## src/rtl/div_pkg.sv

```systemverilog
// Shared types and constants for the AXI-stream restoring divider.
package div_pkg;

    localparam int unsigned DIV_WIDTH = 32;
    localparam int unsigned DIV_LAT   = DIV_WIDTH + 1;
    localparam int unsigned DIV_CNT_W = $clog2(DIV_WIDTH + 1);

    typedef enum logic [1:0] {
        IDLE = 2'd0,
        CALC = 2'd1,
        DONE = 2'd2
    } div_state_e;

endpackage

```

## src/rtl/div_iter_step.sv

```systemverilog
// One combinational radix-2 restoring step on unsigned magnitudes.
module div_iter_step #(
    parameter int unsigned WIDTH = 32
) (
    input  logic [WIDTH-1:0] rem_i,
    input  logic [WIDTH-1:0] quo_i,
    input  logic [WIDTH-1:0] dvsr_i,
    output logic [WIDTH-1:0] rem_o,
    output logic [WIDTH-1:0] quo_o
);

    logic [WIDTH:0] shifted;
    logic           fits;

    // The true difference is below 2^WIDTH whenever it is kept, so WIDTH-bit subtraction suffices.
    always_comb begin
        shifted = {rem_i, quo_i[WIDTH-1]};
        fits    = shifted >= {1'b0, dvsr_i};
        if (fits) begin
            rem_o = shifted[WIDTH-1:0] - dvsr_i;
            quo_o = {quo_i[WIDTH-2:0], 1'b1};
        end else begin
            rem_o = shifted[WIDTH-1:0];
            quo_o = {quo_i[WIDTH-2:0], 1'b0};
        end
    end

endmodule

```

## src/rtl/div_axis_responder.sv

```systemverilog
// AXI-stream divider responder: holds operands, runs WIDTH restoring steps,
// then pulses {quotient, remainder} for one cycle.
module div_axis_responder
    import div_pkg::*;
#(
    parameter int unsigned WIDTH  = DIV_WIDTH,
    parameter bit          SIGNED = 1'b1
) (
    input  logic               aclk,
    input  logic               aresetn,
    input  logic               s_axis_dividend_tvalid,
    output logic               s_axis_dividend_tready,
    input  logic [WIDTH-1:0]   s_axis_dividend_tdata,
    input  logic               s_axis_divisor_tvalid,
    output logic               s_axis_divisor_tready,
    input  logic [WIDTH-1:0]   s_axis_divisor_tdata,
    output logic               m_axis_dout_tvalid,
    output logic [2*WIDTH-1:0] m_axis_dout_tdata
);

    localparam int unsigned CNT_W = $clog2(WIDTH + 1);

    div_state_e           state_q, state_d;
    logic                 hold_a_q, hold_a_d, hold_b_q, hold_b_d;
    logic [WIDTH-1:0]     a_hold_q, a_hold_d, b_hold_q, b_hold_d;
    logic [WIDTH-1:0]     rem_q, rem_d, quo_q, quo_d, dvsr_q, dvsr_d;
    logic [CNT_W-1:0]     cnt_q, cnt_d;
    logic                 q_neg_q, q_neg_d, r_neg_q, r_neg_d;
    logic                 tvalid_q, tvalid_d;
    logic [2*WIDTH-1:0]   tdata_q, tdata_d;

    logic                 a_rdy, b_rdy, a_hs, b_hs, a_neg, b_neg;
    logic [WIDTH-1:0]     a_val, b_val, step_rem, step_quo;

    assign a_rdy = (state_q == IDLE) && !hold_a_q;
    assign b_rdy = (state_q == IDLE) && !hold_b_q;

    assign s_axis_dividend_tready = a_rdy;
    assign s_axis_divisor_tready  = b_rdy;
    assign m_axis_dout_tvalid     = tvalid_q;
    assign m_axis_dout_tdata      = tdata_q;

    div_iter_step #(
        .WIDTH (WIDTH)
    ) u_step (
        .rem_i  (rem_q),
        .quo_i  (quo_q),
        .dvsr_i (dvsr_q),
        .rem_o  (step_rem),
        .quo_o  (step_quo)
    );

    always_comb begin
        state_d  = state_q;
        hold_a_d = hold_a_q;
        hold_b_d = hold_b_q;
        a_hold_d = a_hold_q;
        b_hold_d = b_hold_q;
        rem_d    = rem_q;
        quo_d    = quo_q;
        dvsr_d   = dvsr_q;
        cnt_d    = cnt_q;
        q_neg_d  = q_neg_q;
        r_neg_d  = r_neg_q;
        tvalid_d = 1'b0;
        tdata_d  = tdata_q;

        a_hs  = s_axis_dividend_tvalid && a_rdy;
        b_hs  = s_axis_divisor_tvalid && b_rdy;
        a_val = hold_a_q ? a_hold_q : s_axis_dividend_tdata;
        b_val = hold_b_q ? b_hold_q : s_axis_divisor_tdata;
        a_neg = SIGNED && a_val[WIDTH-1];
        b_neg = SIGNED && b_val[WIDTH-1];

        case (state_q)
            IDLE: begin
                if ((hold_a_q || a_hs) && (hold_b_q || b_hs)) begin
                    state_d  = CALC;
                    hold_a_d = 1'b0;
                    hold_b_d = 1'b0;
                    rem_d    = '0;
                    quo_d    = a_neg ? -a_val : a_val;
                    dvsr_d   = b_neg ? -b_val : b_val;
                    cnt_d    = '0;
                    q_neg_d  = a_neg ^ b_neg;
                    r_neg_d  = a_neg;
                end else begin
                    // Lone operand waits in its hold register until its partner shows up.
                    if (a_hs) begin
                        a_hold_d = s_axis_dividend_tdata;
                        hold_a_d = 1'b1;
                    end
                    if (b_hs) begin
                        b_hold_d = s_axis_divisor_tdata;
                        hold_b_d = 1'b1;
                    end
                end
            end
            CALC: begin
                rem_d = step_rem;
                quo_d = step_quo;
                cnt_d = cnt_q + CNT_W'(1);
                if (cnt_q == CNT_W'(WIDTH - 1)) begin
                    state_d  = DONE;
                    tvalid_d = 1'b1;
                    tdata_d  = {q_neg_q ? -step_quo : step_quo,
                                r_neg_q ? -step_rem : step_rem};
                end
            end
            DONE: begin
                state_d = IDLE;
            end
            default: begin
                state_d = IDLE;
            end
        endcase
    end

    always_ff @(posedge aclk or negedge aresetn) begin
        if (!aresetn) begin
            state_q  <= IDLE;
            hold_a_q <= 1'b0;
            hold_b_q <= 1'b0;
            a_hold_q <= '0;
            b_hold_q <= '0;
            rem_q    <= '0;
            quo_q    <= '0;
            dvsr_q   <= '0;
            cnt_q    <= '0;
            q_neg_q  <= 1'b0;
            r_neg_q  <= 1'b0;
            tvalid_q <= 1'b0;
            tdata_q  <= '0;
        end else begin
            state_q  <= state_d;
            hold_a_q <= hold_a_d;
            hold_b_q <= hold_b_d;
            a_hold_q <= a_hold_d;
            b_hold_q <= b_hold_d;
            rem_q    <= rem_d;
            quo_q    <= quo_d;
            dvsr_q   <= dvsr_d;
            cnt_q    <= cnt_d;
            q_neg_q  <= q_neg_d;
            r_neg_q  <= r_neg_d;
            tvalid_q <= tvalid_d;
            tdata_q  <= tdata_d;
        end
    end

endmodule
```

## config.mk

```make
export PLATFORM = sky130hd
export DESIGN_NAME = div_axis_responder
export DESIGN_NICKNAME = d
export VERILOG_FILES = /design/src/rtl/div_pkg.sv /design/src/rtl/div_iter_step.sv /design/src/rtl/div_axis_responder.sv
export SDC_FILE = /design/constraint.sdc
export NUM_CORES = 1
export LEC_CHECK = 0
export CAP_MARGIN = 20
export CORE_ASPECT_RATIO = 0.6
export CORE_UTILIZATION = 25
export CTS_CLUSTER_DIAMETER = 120
export DETAILED_ROUTE_END_ITERATION = 12
export SKIP_LAST_GASP = 1
export SLEW_MARGIN = 40
export SYNTH_ARGS = -nofsm -noshare
export SYNTH_HDL_FRONTEND = slang
export SYNTH_SLANG_ARGS = --single-unit
```

## constraint.sdc

```tcl
create_clock -name aclk -period 5.3 [get_ports aclk]
set_input_delay 0.53 -clock aclk [delete_from_list [all_inputs] [get_ports aclk]]
set_output_delay 0.53 -clock aclk [all_outputs]
set_load 0.1 [all_outputs]
```

== Word level (Yosys, flattened, before mapping) ==
Cells that the tools add are included.
W data, S select, Z words.
Word-level totals
  input bits: 68
  register bits after elaboration: 237
Operators by class
  multiplexer cells: 23
  bitwise logic cells: 2
  magnitude comparators: 1
  equal/unequal tests: 4
  reductions and logical operators: 21
  $add $sub $neg: 6
Operator list (number)
  $mux W32: 9
  $neg A32 Y32: 4
  $pmux W32 S2: 2
  $ge A33 B32 Y1: 1
  $sub A32 B32 Y32: 1
  $pmux W6 S2: 1
  $reduce_and A2 Y1: 6
  $mux W1: 7
  $add A6 B1 Y6 const B: 1
  $eq A6 B5 Y1 const B: 1
  $mux W6: 1
  $reduce_and A3 Y1: 2
  $reduce_bool A2 Y1: 3
  $logic_and A1 B1 Y1: 5
  $mux W2: 2
  $pmux W2 S2: 1
  $eq A2 B1 Y1 const B: 1
  $logic_not A1 Y1: 2
  $logic_not A2 Y1: 1
  $logic_or A1 B1 Y1: 2
  $ne A2 B1 Y1 const B: 1
  $ne A2 B2 Y1 const B: 1
  $not A1 Y1: 1
  $xor A1 B1 Y1: 1

== Logic depth before layout (Yosys ltp) ==
  word-level depth: 7
  gate-level depth with buffers: 24

== By module ==
Synthesis repeated with hierarchy kept, for this count alone.
Unflattened totals
  cells, all modules: 1667
  area total of the unflattened synthesis: 15207.1 um^2
By module, submodules not included
  div_axis_responder: area an instance 12635.9 um^2, instances 1, cells an instance 1312
  div_iter_step: area an instance 2571.2 um^2, instances 1, cells an instance 355

== Worst setup path before layout ==
Ideal clock, no wire load.
  path type: flip-flop to flip-flop
  start: reg rem_q[5]
  end: reg tdata_q[30] (netlist: m_axis_dout_tdata[30])
  required time: 5.171 ns
  setup time: 0.129 ns
  stages on the path, launching flop included: 23
  path slack: 0.780 ns
  data arrival time: 4.391 ns
  cell sequence: dfrtp_1 > ha_1 > buf_6 > a21oi_1 > o21ai_1 > a21o_1 > o31ai_4 > nand2_2 > inv_1 > buf_4 > buf_6 > buf_2 > mux2i_1 > ha_1 > inv_1 > nor4_1 > nand2_1 > or4_1 > o31ai_2 > nand3b_4 > o41ai_2 > xnor2_1 > o21ai_1
On the way
  longest elaborated chain between the ends: 4
  elaborated cells between the ends (all ways): 5
  classes of those cells: add/sub: 2; order compare: 1; mux: 2
RTL lines
  from (decl): line div_axis_responder.sv:26  | logic [WIDTH-1:0] rem_q, rem_d, quo_q, quo_d, dvsr_q, dvsr_d;
  from (signal assigned): line div_axis_responder.sv:140  | rem_q <= rem_d;
  $sub A32 B32 Y32 or $ge A33 B32 Y1 (tied branches): line div_iter_step.sv:20, div_iter_step.sv:18
  $mux W32 (*): line div_iter_step.sv:19  | if (fits) begin
  $neg A32 Y32: line div_axis_responder.sv:107  | r_neg_q ? -step_rem : step_rem};
  $mux W32 (*): line div_axis_responder.sv:107
  to (signal assigned): line div_axis_responder.sv:147  | tdata_q <= tdata_d;
  to (decl): line div_axis_responder.sv:30  | logic [2*WIDTH-1:0] tdata_q, tdata_d;
Every way passes the cells marked *; elsewhere a longest branch is shown, timed or not.
A chain may end at the register's enable or synchronous reset.

== Worst setup path in the final report ==
  start: reg rem_q[22]
  end: reg tdata_q[30] (netlist: m_axis_dout_tdata[30])
Same word-level chain as after synthesis.

==> run metrics <==
status=finished, final reports clean; CP top delay family=simple AND/OR/NAND/NOR gates; Synth Flop Type=dfrtp_1; area leader, netlist=dfrtp_1; sequential area share after synthesis=0.388; routed vias/inst=4.98; Worst R2R Path Depth=18; DR pass1 iterations=6; Detail Placement HPWL=37.7 mm; Starting Density=0.256; Syn Inst Count=1706; placed inst area=0.0171 mm^2; startpoint class of the critical path=flip-flop; reg2reg end=m_axis_dout_tdata[30]$_DFFE_PN0P_; Synth Register Bits=237; cell area after synthesis=0.0153 mm^2; pin count of the biggest net entering global routing=143; Max Cap Violations=0; worst stage delay on the critical path=0.54 ns; crit path cell chain=ha_1, nand4_2, nor4_1, a311oi_1, and3_4, nand2_2, inv_1, mux2i_1, ha_1, inv_1, nor4_1, nand2_1, or4_1, o31ai_2, nand3b_4, o41ai_2, xnor2_1, o21ai_1; Die X=321 um; clk_skew=0.0373 ns; RSZ-0062 raised after global routing=false; worst reg-to-reg setup slack=0.43 ns; slowest cell on the critical path=ha_1; drc violations=0; critical setup path kind=reg -> reg; final setup fails=0; reg-to-reg startpoint=rem_q[22]$_DFFE_PN0P_; Worst Path Buf+Inv=2; Vias=13100; post-synth top area share=0.388; CP Max Fanout=13; commonest non-fill, non-tap cell in the layout=dfrtp_1; I/O pins=135; gpl congestion=0.904; PD cells=761 mW/mm^2; ANT nets after route=0; Post-Syn Nets=1812; setup bufs post-CTS=0; Worst Tran Pin Value=0.819 ns; worst path required time=5.75 ns; CTS sink cnt=237; most frequent cells in the layout=234 x dfrtp_1, 221 x o21ai_0, 199 x nand2_1, 83 x a21oi_1, 83 x nor2_1; Mapped Avg Cell Area=8.97 um^2; Pleak=7.52 nW; Worst-Skew Late Latency=0.58 ns; CP endpoint kind=flip-flop; non-filler cells in the finished layout=2633; Num CTS Buffers=28; die area=0.0622 mm^2; port bufs=134; final period utilization=0.919; Area growth, synth to finish=18.6%; top post-synthesis cells by area=dfrtp_1 39%, o21ai_0 7.3%, mux2_2 5.4%, mux2i_1 5.0%, nand2_1 4.9%; clock root buffer=clkbuf_16; maximum clock rate=205 MHz; Core ar.=0.0598 mm^2; fraction of registers with async set/reset=1.00; vias in the first global route=12200; Max clock buf depth=3; Rel. slew slack=0.449; setup_tns=0 ns; Final min period=4.87 ns; drt initial violations=1188; first-pass GRT wire length=74.4 mm; # rows=69; final hold violations=0; hold slack=0.409 ns; Die Span Y=194 um; Post-synth EDFFs=0; level count of the clock H-tree=1; Net count, final=1902; total number of yosys warnings=0; Hold/Removal Path Class=in -> async; Final Instance Area=0.0181 mm^2; total gr overflow=0; Routed WL per cell=18.5 um; CP arrival=5.32 ns; placed insts=2579; Max IR drop VDD=306 uV; layout cell share with drive strength beyond 1=0.141; GRT Total Usage=0.152; CTS tree=built; antenna violations before repair=11; Cell variety after synth=86; total wire length=48.6 mm; Clock Pin Slew Worst Setup and Hold Paths=0.06 ns; max-slew violations=0
## synthesized netlist by cell type, types with 16 or more instances
cell and number:
nor4_1 18, buf_2 26, nand2_1 200, ha_1 37, inv_1 55, xnor2_1 64, dfrtp_1 237, o21ai_0 222
a21oi_1 83, nor2_1 83, mux2_2 74, xor2_1 77, and3_1 16, nand3_1 44, mux2i_1 76, nor3_1 40
clkbuf_1 59, a22oi_1 34
## area by class of cell
class	instances	area (um^2)
Sequential cell	237	5930
Inverter	55	206
Multi-Input combinational cell	1316	8770
Antenna cell	3	7.51
Clock buffer	35	757
Fill cell	6242	41700
Timing Repair Buffer	158	1240
Clock inverter	13	204
Tap cell	816	1020
## cell families after synthesis
| group | after synthesis | share of synthesized area |
|---|---|---|
| XOR/XNOR | 141 | 0.0807 |
| AND/OR/NAND/NOR | 501 | 0.158 |
| flip-flops | 237 | 0.388 |
| buffers and inverters | 153 | 0.0427 |
| adder cells (fa/ha/maj) | 38 | 0.0316 |
| AO/OA/AOI/OAI | 486 | 0.195 |
| multiplexers | 150 | 0.104 |
## per-layer routing
metal	wire, um	GRT usage
met1	26300	0.254
met2	17000	0.181
met3	4390	0.0466
met4	843	0.0293
met5	103	0
## through the flow
stage	utilization	setup WS, ns	total power (W)
2_1_floorplan	-	0.780	0.00905
3_3_place_gp	0.291	0.543	0.0115
3_5_place_dp	0.286	0.496	0.0116
4_1_cts	0.302	0.472	0.0137
5_1_grt	0.303	0.0329	0.0148
6_report	0.303	0.429	0.0138
## how the worst max path moves through the flow
stage / startpoint / end / slack, ns / cells past startpoint
2_1_floorplan: rem_q[5]$_DFFE_PN0P_ / m_axis_dout_tdata[30]$_DFFE_PN0P_ / 0.78 / 22
3_3_place_gp: rem_q[17]$_DFFE_PN0P_ / m_axis_dout_tdata[30]$_DFFE_PN0P_ / 0.54 / 18
3_5_place_dp: rem_q[9]$_DFFE_PN0P_ / m_axis_dout_tdata[60]$_DFFE_PN0P_ / 0.50 / 17
4_1_cts: rem_q[9]$_DFFE_PN0P_ / m_axis_dout_tdata[60]$_DFFE_PN0P_ / 0.47 / 17
5_1_grt: rem_q[0]$_DFFE_PN0P_ / m_axis_dout_tdata[30]$_DFFE_PN0P_ / 0.03 / 18
6_report: rem_q[22]$_DFFE_PN0P_ / m_axis_dout_tdata[30]$_DFFE_PN0P_ / 0.43 / 18
## timing repair
action                     in CTS  in global routing
setup endpoints to repair       0                  2
resized for setup               0                  2
hold endpoints to repair        0                 27
hold buffers                    0                  1
## power by group
part           leakage, nW  switching (W)  total, W  internal, W
registers             2.74       0.000748   0.00318      0.00243
clock network        0.473       0.000799   0.00205      0.00125
logic                 4.31        0.00544   0.00858      0.00315
## registers in the layout (all words and copies together) (netlist names)
signal / cells
m_axis_dout_tvalid: 1
dvsr_q: 32
rem_q: 32
m_axis_dout_tdata: 64
quo_q: 32
cnt_q: 6
q_neg_q: 1
hold_b_q: 1
b_hold_q: 32
a_hold_q: 32
state_q: 2
r_neg_q: 1
hold_a_q: 1
Power figures use the tool's default switching activity.
